<file path="config.mk">
export PLATFORM = sky130hd
export DESIGN_NAME = hc595_serial_driver
export DESIGN_NICKNAME = d
export VERILOG_FILES = /design/src/rtl/hc595_serial_driver.sv
export SDC_FILE = /design/constraint.sdc
export NUM_CORES = 1
export LEC_CHECK = 0
export CORE_MARGIN = 2
export CORE_UTILIZATION = 54
export CTS_BUF_LIST = sky130_fd_sc_hd__clkbuf_16
export DETAILED_ROUTE_END_ITERATION = 16
export DONT_BUFFER_PORTS = 1
export PLACE_DENSITY = 0.68
export SLEW_MARGIN = 10
export SYNTH_ARGS = -nofsm -noshare
export SYNTH_HDL_FRONTEND = slang
export SYNTH_SLANG_ARGS = --single-unit
</file>
<file path="constraint.sdc">
create_clock -name clk -period 1.6 [get_ports clk]
set_clock_uncertainty 0.05 [all_clocks]
set_input_delay 0.32 -clock clk [delete_from_list [all_inputs] [get_ports clk]]
set_output_delay 0.32 -clock clk [all_outputs]
set_load 0.01 [all_outputs]
</file>
<file path="src/rtl/hc595_serial_driver.sv">
// hc595_serial_driver
// Serializes one parallel frame onto DS. It generates SHCP pulses for the
// shift stage of a 74HC595 and then issues a single STCP latch pulse.
// Every downstream-facing pin comes directly from a flop, so the pins carry
// glitch-free levels.
module hc595_serial_driver #(
    parameter int DATA_W    = 8,
    parameter int CLK_DIV   = 4,
    parameter int MSB_FIRST = 1
) (
    input  logic              clk,
    input  logic              rst,
    input  logic [DATA_W-1:0] din,
    input  logic              din_valid,
    output logic              din_ready,
    output logic              DS,
    output logic              SHCP,
    output logic              STCP,
    output logic              OE,
    output logic              busy,
    output logic              done
);

    // The divider needs at least one bit, even when CLK_DIV is 1.
    localparam int DIV_W = (CLK_DIV > 1) ? $clog2(CLK_DIV) : 1;
    localparam int BIT_W = $clog2(DATA_W + 1);

    localparam logic [DIV_W-1:0] DIV_LAST = DIV_W'(CLK_DIV - 1);
    localparam logic [BIT_W-1:0] BIT_FULL = BIT_W'(DATA_W);
    localparam logic [BIT_W-1:0] BIT_ONE  = BIT_W'(1);

    typedef enum logic [1:0] {
        ST_IDLE  = 2'd0,
        ST_SETUP = 2'd1,
        ST_HIGH  = 2'd2,
        ST_LATCH = 2'd3
    } state_t;

    state_t            state_r, state_s;
    logic [DATA_W-1:0] shreg_r, shreg_s;
    logic [DATA_W-1:0] shifted_s;
    logic [DIV_W-1:0]  div_r, div_s;
    logic [BIT_W-1:0]  bits_r, bits_s;
    logic              div_last_s;
    logic              ds_r, ds_s;
    logic              shcp_r, shcp_s;
    logic              stcp_r, stcp_s;
    logic              oe_r, oe_s;
    logic              done_r, done_s;

    // Returns the bit that goes out next. The shift register always presents
    // the next bit at the same end.
    function automatic logic first_bit(input logic [DATA_W-1:0] v);
        if (MSB_FIRST != 0) begin
            return v[DATA_W-1];
        end else begin
            return v[0];
        end
    endfunction

    // Moves the frame one position toward the output end.
    function automatic logic [DATA_W-1:0] shift_frame(input logic [DATA_W-1:0] v);
        if (MSB_FIRST != 0) begin
            return v << 1;
        end else begin
            return v >> 1;
        end
    endfunction

    // Next-state and next-output logic for the serializer FSM.
    always_comb begin
        state_s    = state_r;
        shreg_s    = shreg_r;
        div_s      = div_r;
        bits_s     = bits_r;
        ds_s       = ds_r;
        shcp_s     = shcp_r;
        stcp_s     = stcp_r;
        oe_s       = oe_r;
        done_s     = 1'b0;
        shifted_s  = shift_frame(shreg_r);
        div_last_s = (div_r == DIV_LAST);

        case (state_r)
            ST_IDLE: begin
                shcp_s = 1'b0;
                stcp_s = 1'b0;
                div_s  = '0;
                if (din_valid) begin
                    // The frame is captured here, so later changes on din are ignored.
                    state_s = ST_SETUP;
                    shreg_s = din;
                    ds_s    = first_bit(din);
                    bits_s  = BIT_FULL;
                end else begin
                    state_s = ST_IDLE;
                end
            end
            ST_SETUP: begin
                if (div_last_s) begin
                    div_s   = '0;
                    shcp_s  = 1'b1;
                    state_s = ST_HIGH;
                end else begin
                    div_s = div_r + 1'b1;
                end
            end
            ST_HIGH: begin
                if (div_last_s) begin
                    div_s  = '0;
                    shcp_s = 1'b0;
                    if (bits_r <= BIT_ONE) begin
                        // The last bit has been clocked out, so start the latch pulse.
                        bits_s  = '0;
                        stcp_s  = 1'b1;
                        state_s = ST_LATCH;
                    end else begin
                        // DS only moves on the edge where SHCP falls. This gives
                        // full setup and hold time around each SHCP rise.
                        bits_s  = bits_r - 1'b1;
                        shreg_s = shifted_s;
                        ds_s    = first_bit(shifted_s);
                        state_s = ST_SETUP;
                    end
                end else begin
                    div_s = div_r + 1'b1;
                end
            end
            ST_LATCH: begin
                if (div_last_s) begin
                    div_s   = '0;
                    stcp_s  = 1'b0;
                    done_s  = 1'b1;
                    // Outputs are enabled once real data has been latched.
                    oe_s    = 1'b0;
                    state_s = ST_IDLE;
                end else begin
                    div_s = div_r + 1'b1;
                end
            end
            default: begin
                state_s = ST_IDLE;
                shcp_s  = 1'b0;
                stcp_s  = 1'b0;
                div_s   = '0;
            end
        endcase
    end

    // State and output registers. Reset is synchronous, and an aborted frame
    // never issues a latch pulse.
    always_ff @(posedge clk) begin
        if (!rst) begin
            state_r <= ST_IDLE;
            shreg_r <= '0;
            div_r   <= '0;
            bits_r  <= '0;
            ds_r    <= 1'b0;
            shcp_r  <= 1'b0;
            stcp_r  <= 1'b0;
            oe_r    <= 1'b1;
            done_r  <= 1'b0;
        end else begin
            state_r <= state_s;
            shreg_r <= shreg_s;
            div_r   <= div_s;
            bits_r  <= bits_s;
            ds_r    <= ds_s;
            shcp_r  <= shcp_s;
            stcp_r  <= stcp_s;
            oe_r    <= oe_s;
            done_r  <= done_s;
        end
    end

    assign din_ready = rst && (state_r == ST_IDLE);
    assign busy      = (state_r != ST_IDLE);
    assign DS        = ds_r;
    assign SHCP      = shcp_r;
    assign STCP      = stcp_r;
    assign OE        = oe_r;
    assign done      = done_r;

endmodule

</file>
==> results.toml, run 1 <==
[status]
outcome = "complete, but fails checks"
violations = "negative setup slack"

[yosys]
synth-simple-area-share = 0.198
synth_compound_area_frac = 0.194
synth_seq_area_share = 0.379
yosysMostFrequentCell = "dfxtp_1"
syn-num-nets = 131
ys.warnings.count = 0
synth_top_area_frac = 0.379
synth_top_family_by_area = "simple AND/OR/NAND/NOR gates"
synthTopCellsByCount = "20 x dfxtp_1, 19 x nand2_1, 8 x mux2i_1"
postSynthAreaPerCell_um2 = 9.36
yosys-top-cells-area = "dfxtp_1 38%, ha_1 8.3%, mux2i_1 7.6%"
synth-edff-count = 0
synth_ff_type = "dfxtp_1"
synth_largest_area_cell = "dfxtp_1"
yosysUniqueCellTypes = 32
syn_area_um2 = 1060
synthMuxAreaShare = 0.0757
synth_seq_cells = 20
synth-xor-area-share = 0
synthCells = 113
synth_fa_ha_area_frac = 0.0828
async_reset_ff_frac = 0

[floorplan]
die_w_um = 48.3
die_y_um = 48.3
ios = 18
die_area_um2 = 2330
rows = 16
initial_core_util = 0.556
coreArea_um2 = 1900

[drt]
vias_per_cell = 5.59
routed_wl_mm = 2.19
drtIter0Drc = 7
postRouteAntennaNets = 0
dr_total_vias = 856
drc = 0
dr.pass1.iters = 4
wire_per_inst_um = 14.3

[cts]
htree_levels = 1
clock_sinks = 20
clockBufferDepth = 2
clock_latency_ns = 0.25
root_buffer = "clkbuf_16"
cts_hold_buffers = 0
cts_made_buffers = 3
clkSlewWorstSetupHoldPaths_ns = 0.05
tritoncts = "built"

[placed_design]
io_buffers = 0
placed_cells = 143
dp_slack_ns = -0.0463
placed_cell_area_um2 = 1170
hpwl_mm = 1.50
place_congestion = 0.904

[min_path]
hold_path.class = "input pin to flip-flop"

[sta]
tightestPinTransition_ns = 0.294
rsz0062_at_grt = "true"
max_freq_mhz = 618
period_needed_ns = 1.62
setup_violations = 5
fin_ws_ns = -0.0184
hold_viol_final = 0
final.period_utilization = 1.01
slew-limit-headroom = 0.804
whs_ns = 0.0903
fin_setup_tns_ns = -0.0591
final_max_slew_viol_count = 0

[pwr]
p_total_mw = 2.34
p_leak_nw = 0.598
ir_drop_mv = 1.05
power_density_nw_per_um2 = 1750

[setup_path]
cp.required_ns = 1.69
endpoint_kind = "flip-flop"
crit_slowest_cell = "dfxtp_4"
crit_arrival_ns = 1.71
critical_path_class = "flip-flop to flip-flop"
path_max_fanout = 8
cp-start-kind = "flip-flop"
path_cells = "inv_4 > ha_4 > mux2i_4 > a311oi_4 > buf_12 > nand2_1 > o211a_1"
cp_top_family = "compound AO/OA/AOI/OAI gates"
path_buf_inv = 2
cpPeakStageDelay_ns = 0.38

[cells_and_area]
drive_above_1_share = 0.333
utilization = 0.700
final_nets = 146
post-route-cell-area_um2 = 1330
fin_cells = 153
area_growth_pct = 25.9
diodes = 0

[global_routing]
grt.overflow.total = 0
grt_pass1_vias = 743
antenna_found_initial = 0
grt_pass1_wl_mm = 3.35
track_usage = 0.207
grt_max_degree = 26

[run]
maxCapViolations = 0
layer usage:
metal / track usage / share of wire / up-vias
li1: - / - / 428
met1: 0.278 / 0.47 / 409
met2: 0.318 / 0.49 / 15
met3: 0.0519 / 0.029 / 4
met4: 0.0811 / 0.0091 / 0
met5: 0 / 0 / -
where the power goes:
part | switching (mW) | total [mW] | leakage, nW | internal (mW)
logic | 0.520 | 1.09 | 0.395 | 0.570
registers | 0.103 | 0.745 | 0.166 | 0.642
clock network | 0.172 | 0.501 | 0.0370 | 0.329
final cells by class:
type                       instances  area [µm²]
multi-input combinational         80         653
sequential                        20         408
clock buffer                       3        75.1
inverter                           7        28.8
fill                             159         571
tap                               27        33.8
timing repair buffer              16         133
state kept, by name, summed over array words and instances (netlist names):
register and cells:
state_r 2, SHCP 1, shreg_r 7, done 1, div_r 2, OE 1
DS 1, STCP 1, bits_r 4
logic make-up after synthesis:
kind of cell,Yosys count
fa+ha+maj,7
buf+inv,13
compound gates,24
simple gates,41
flops,20
mux,8
final timing paths:
| check | startpoint | end | slack, ns | cells after the start |
|---|---|---|---|---|
| setup / recovery | state_r[1] | shreg_r[2] | -0.02 | 7 |
| hold / removal | rst | OE | 0.09 | 1 |
| setup reg to reg | state_r[1] | shreg_r[2] | -0.02 | 7 |
| hold reg to reg | div_r[0] | div_r[0] | 0.39 | 1 |
worst register-to-register path: cells and delay by family (launching register included):
family                     cells  cell delay, ns
adders and majority gates      1            0.16
muxes                          1            0.20
and+or+nand+nor                1            0.05
buffers and inverters          2            0.22
DFF                            1            0.38
AOI/OAI and AO/OA              2            0.46
timing repair:
action                                  CTS  global route
gates cloned                              1             0
pin swaps                                 1             5
endpoints found under the setup margin    8            12
resized for setup                         7             5
buffers inserted                          6             1
layout by cell type (no fill, tap or decap), types with 3 or more instances in the layout:
cell / count
inv_2: 3
nand2_1: 16
buf_4: 15
nand2_2: 3
o211a_1: 7
dfxtp_1: 16
nor2_1: 6
mux2i_1: 7
o21ai_0: 4
ha_1: 3
o22ai_1: 4
nand3_1: 3
dfxtp_2: 3
ha_4: 3
clkbuf_16: 3
inv_1: 3
a21boi_0: 3
No activity file was read; power rests on OpenSTA's default activity.
==> run 2, diff against run 1 <==
CORE_UTILIZATION = 44   (was 54)
PLACE_DENSITY = default   (was 0.68)
PLACE_DENSITY_LB_ADDON = 0.1   (was default)
==> run 2 against run 1 <==
The run now ends clean. Worst hold slack worse by 0.014 ns. First-iteration DRC count is 29% higher. Combinational power hardly changed. Worst setup slack better by 0.019 ns. Sequential cell count stayed put. Final cell count stayed put. Critical path type unchanged. Utilization is 9.6 points lower. Largest cell class unchanged.
==> results.toml, run 2 (synthesis results as in run 1) <==
[cts]
cts_made_buffers = 3
clock_sinks = 20
clock_latency_ns = 0.25
clockBufferDepth = 2
htree_levels = 1
root_buffer = "clkbuf_16"
clkSlewWorstSetupHoldPaths_ns = 0.06
tritoncts = "built"

[setup_path]
endpoint_kind = "flip-flop"
cp_top_family = "compound AO/OA/AOI/OAI gates"
cpPeakStageDelay_ns = 0.38
path_cells = "inv_4 > ha_4 > mux2i_4 > a311oi_4 > buf_12 > nand2_1 > o211a_1"
cp-start-kind = "flip-flop"
crit_slowest_cell = "dfxtp_4"
path_buf_inv = 2
path_max_fanout = 8
critical_path_class = "flip-flop to flip-flop"
crit_arrival_ns = 1.70
cp.required_ns = 1.70

[placed_design]
placed_cells = 143
place_congestion = 0.819
hpwl_mm = 1.40
io_buffers = 0

[floorplan]
initial_core_util = 0.473
die_area_um2 = 2810
die_w_um = 53.0
coreArea_um2 = 2230
ios = 18
die_y_um = 53.0
rows = 17

[cells_and_area]
diodes = 0
largest_reg_flops = 7
reg.largest.list = "shreg_r: 7 flops, bits_r: 4 flops"
top_register = "shreg_r"
layout_common_cells = "16 x dfxtp_1, 15 x nand2_1, 13 x buf_4"
final_common_cell = "dfxtp_1"
area_growth_pct = 27.6
utilization = 0.604
layout.area.seq_um2 = 410
fin_cells = 153
final_nets = 144
fillers = 200
multi_input_area_um2 = 652
drive_above_1_share = 0.328

[pwr]
p_switching_mw = 0.812
power_frac_comb = 0.426
p_clk_frac = 0.277
power.share.switching = 0.327
power_density_nw_per_um2 = 1840
ir_drop_mv = 1.06
p_leak_nw = 0.600
seq_power_share = 0.297
p_int_mw = 1.67

[drt]
drc = 0
wire_per_inst_um = 14.9
postRouteAntennaNets = 0
dr_total_vias = 846
routed_wl_mm = 2.28
vias_per_cell = 5.53
drtIter0Drc = 9
dr.pass1.iters = 4

[global_routing]
grt_pass1_wl_mm = 4.02
grt_max_degree = 26
track_usage = 0.199
grt_pass1_vias = 850
antenna_found_initial = 0
grt.overflow.total = 0

[sta]
final_max_slew_viol_count = 0
fin_setup_tns_ns = 0
final.period_utilization = 1.00
rsz0062_at_grt = "true"
slew-limit-headroom = 0.765
period_needed_ns = 1.60
setup_violations = 0
whs_ns = 0.0767
max_freq_mhz = 625
tightestPinTransition_ns = 0.352
hold_viol_final = 0

[status]
outcome = "complete, no violations"

[run]
maxCapViolations = 0

[min_path]
hold_path.class = "input pin to flip-flop"
## run 2: layout make-up
type                    instances  share of cell area
repair buffers                 14              0.0872
clock buffers                   3              0.0557
well taps                      28              0.0260
multi-input cells              80               0.483
flip-flops and latches         20               0.304
clock inverters                 1              0.0223
inverters                       7              0.0213
## run 2: worst paths after layout
check	start	slack [ns]	cells after the start	end
worst min-delay path	rst	0.08	1	OE
worst max-delay path	state_r[1]	0.0005	7	shreg_r[1]
worst min register to register	div_r[0]	0.38	1	div_r[0]
worst max register to register	state_r[1]	0.0005	7	shreg_r[1]
## run 2: power groups by stage
stage / logic (mW) / clock network (mW) / registers [mW]
after floorplan: 0.735 / 0 / 0.725
after global placement: 0.917 / 0 / 0.738
after detailed placement: 0.924 / 0 / 0.742
after CTS: 1.10 / 0.703 / 0.734
after global routing: 1.17 / 0.725 / 0.755
final: 1.06 / 0.689 / 0.737
## run 2: what timing repair did
action                                  4_1_cts  5_1_grt
buffers inserted                              6        0
resized for setup                             6        7
endpoints found under the setup margin        8       11
hold buffers                                  0        0
pin swaps                                     1        9
cloned                                        1        0
## run 2: worst register-to-register path, delay by kind of cell, from the launching register on
| kind | cells | cell delay [ns] |
|---|---|---|
| multiplexers | 1 | 0.20 |
| adder cells (fa/ha/maj) | 1 | 0.16 |
| AO/OA/AOI/OAI | 2 | 0.43 |
| flip-flops | 1 | 0.38 |
| buffers and inverters | 2 | 0.22 |
| AND/OR/NAND/NOR | 1 | 0.05 |
## run 2: routing by layer
layer	GRT usage	share of wire
met1	0.261	0.48
met2	0.308	0.47
met3	0.0367	0.032
met4	0.103	0.021
met5	0	0
## run 2: metrics by stage
stage	cell area [µm²]	setup WS (ns)	power [mW]
final	1350	0.000513	2.48
after detailed placement	1160	-0.0208	1.67
after global routing	1350	-0.0667	2.65
after CTS	1350	-0.0183	2.54
after global placement	1160	-0.00253	1.66
after floorplan	1100	0.00104	1.46
==> run 3, diff against run 2 <==
CAP_MARGIN = 10   (was default)
==> results of run 3 <==
Same layout as run 2: the final DEF is identical, and so are final timing and power.
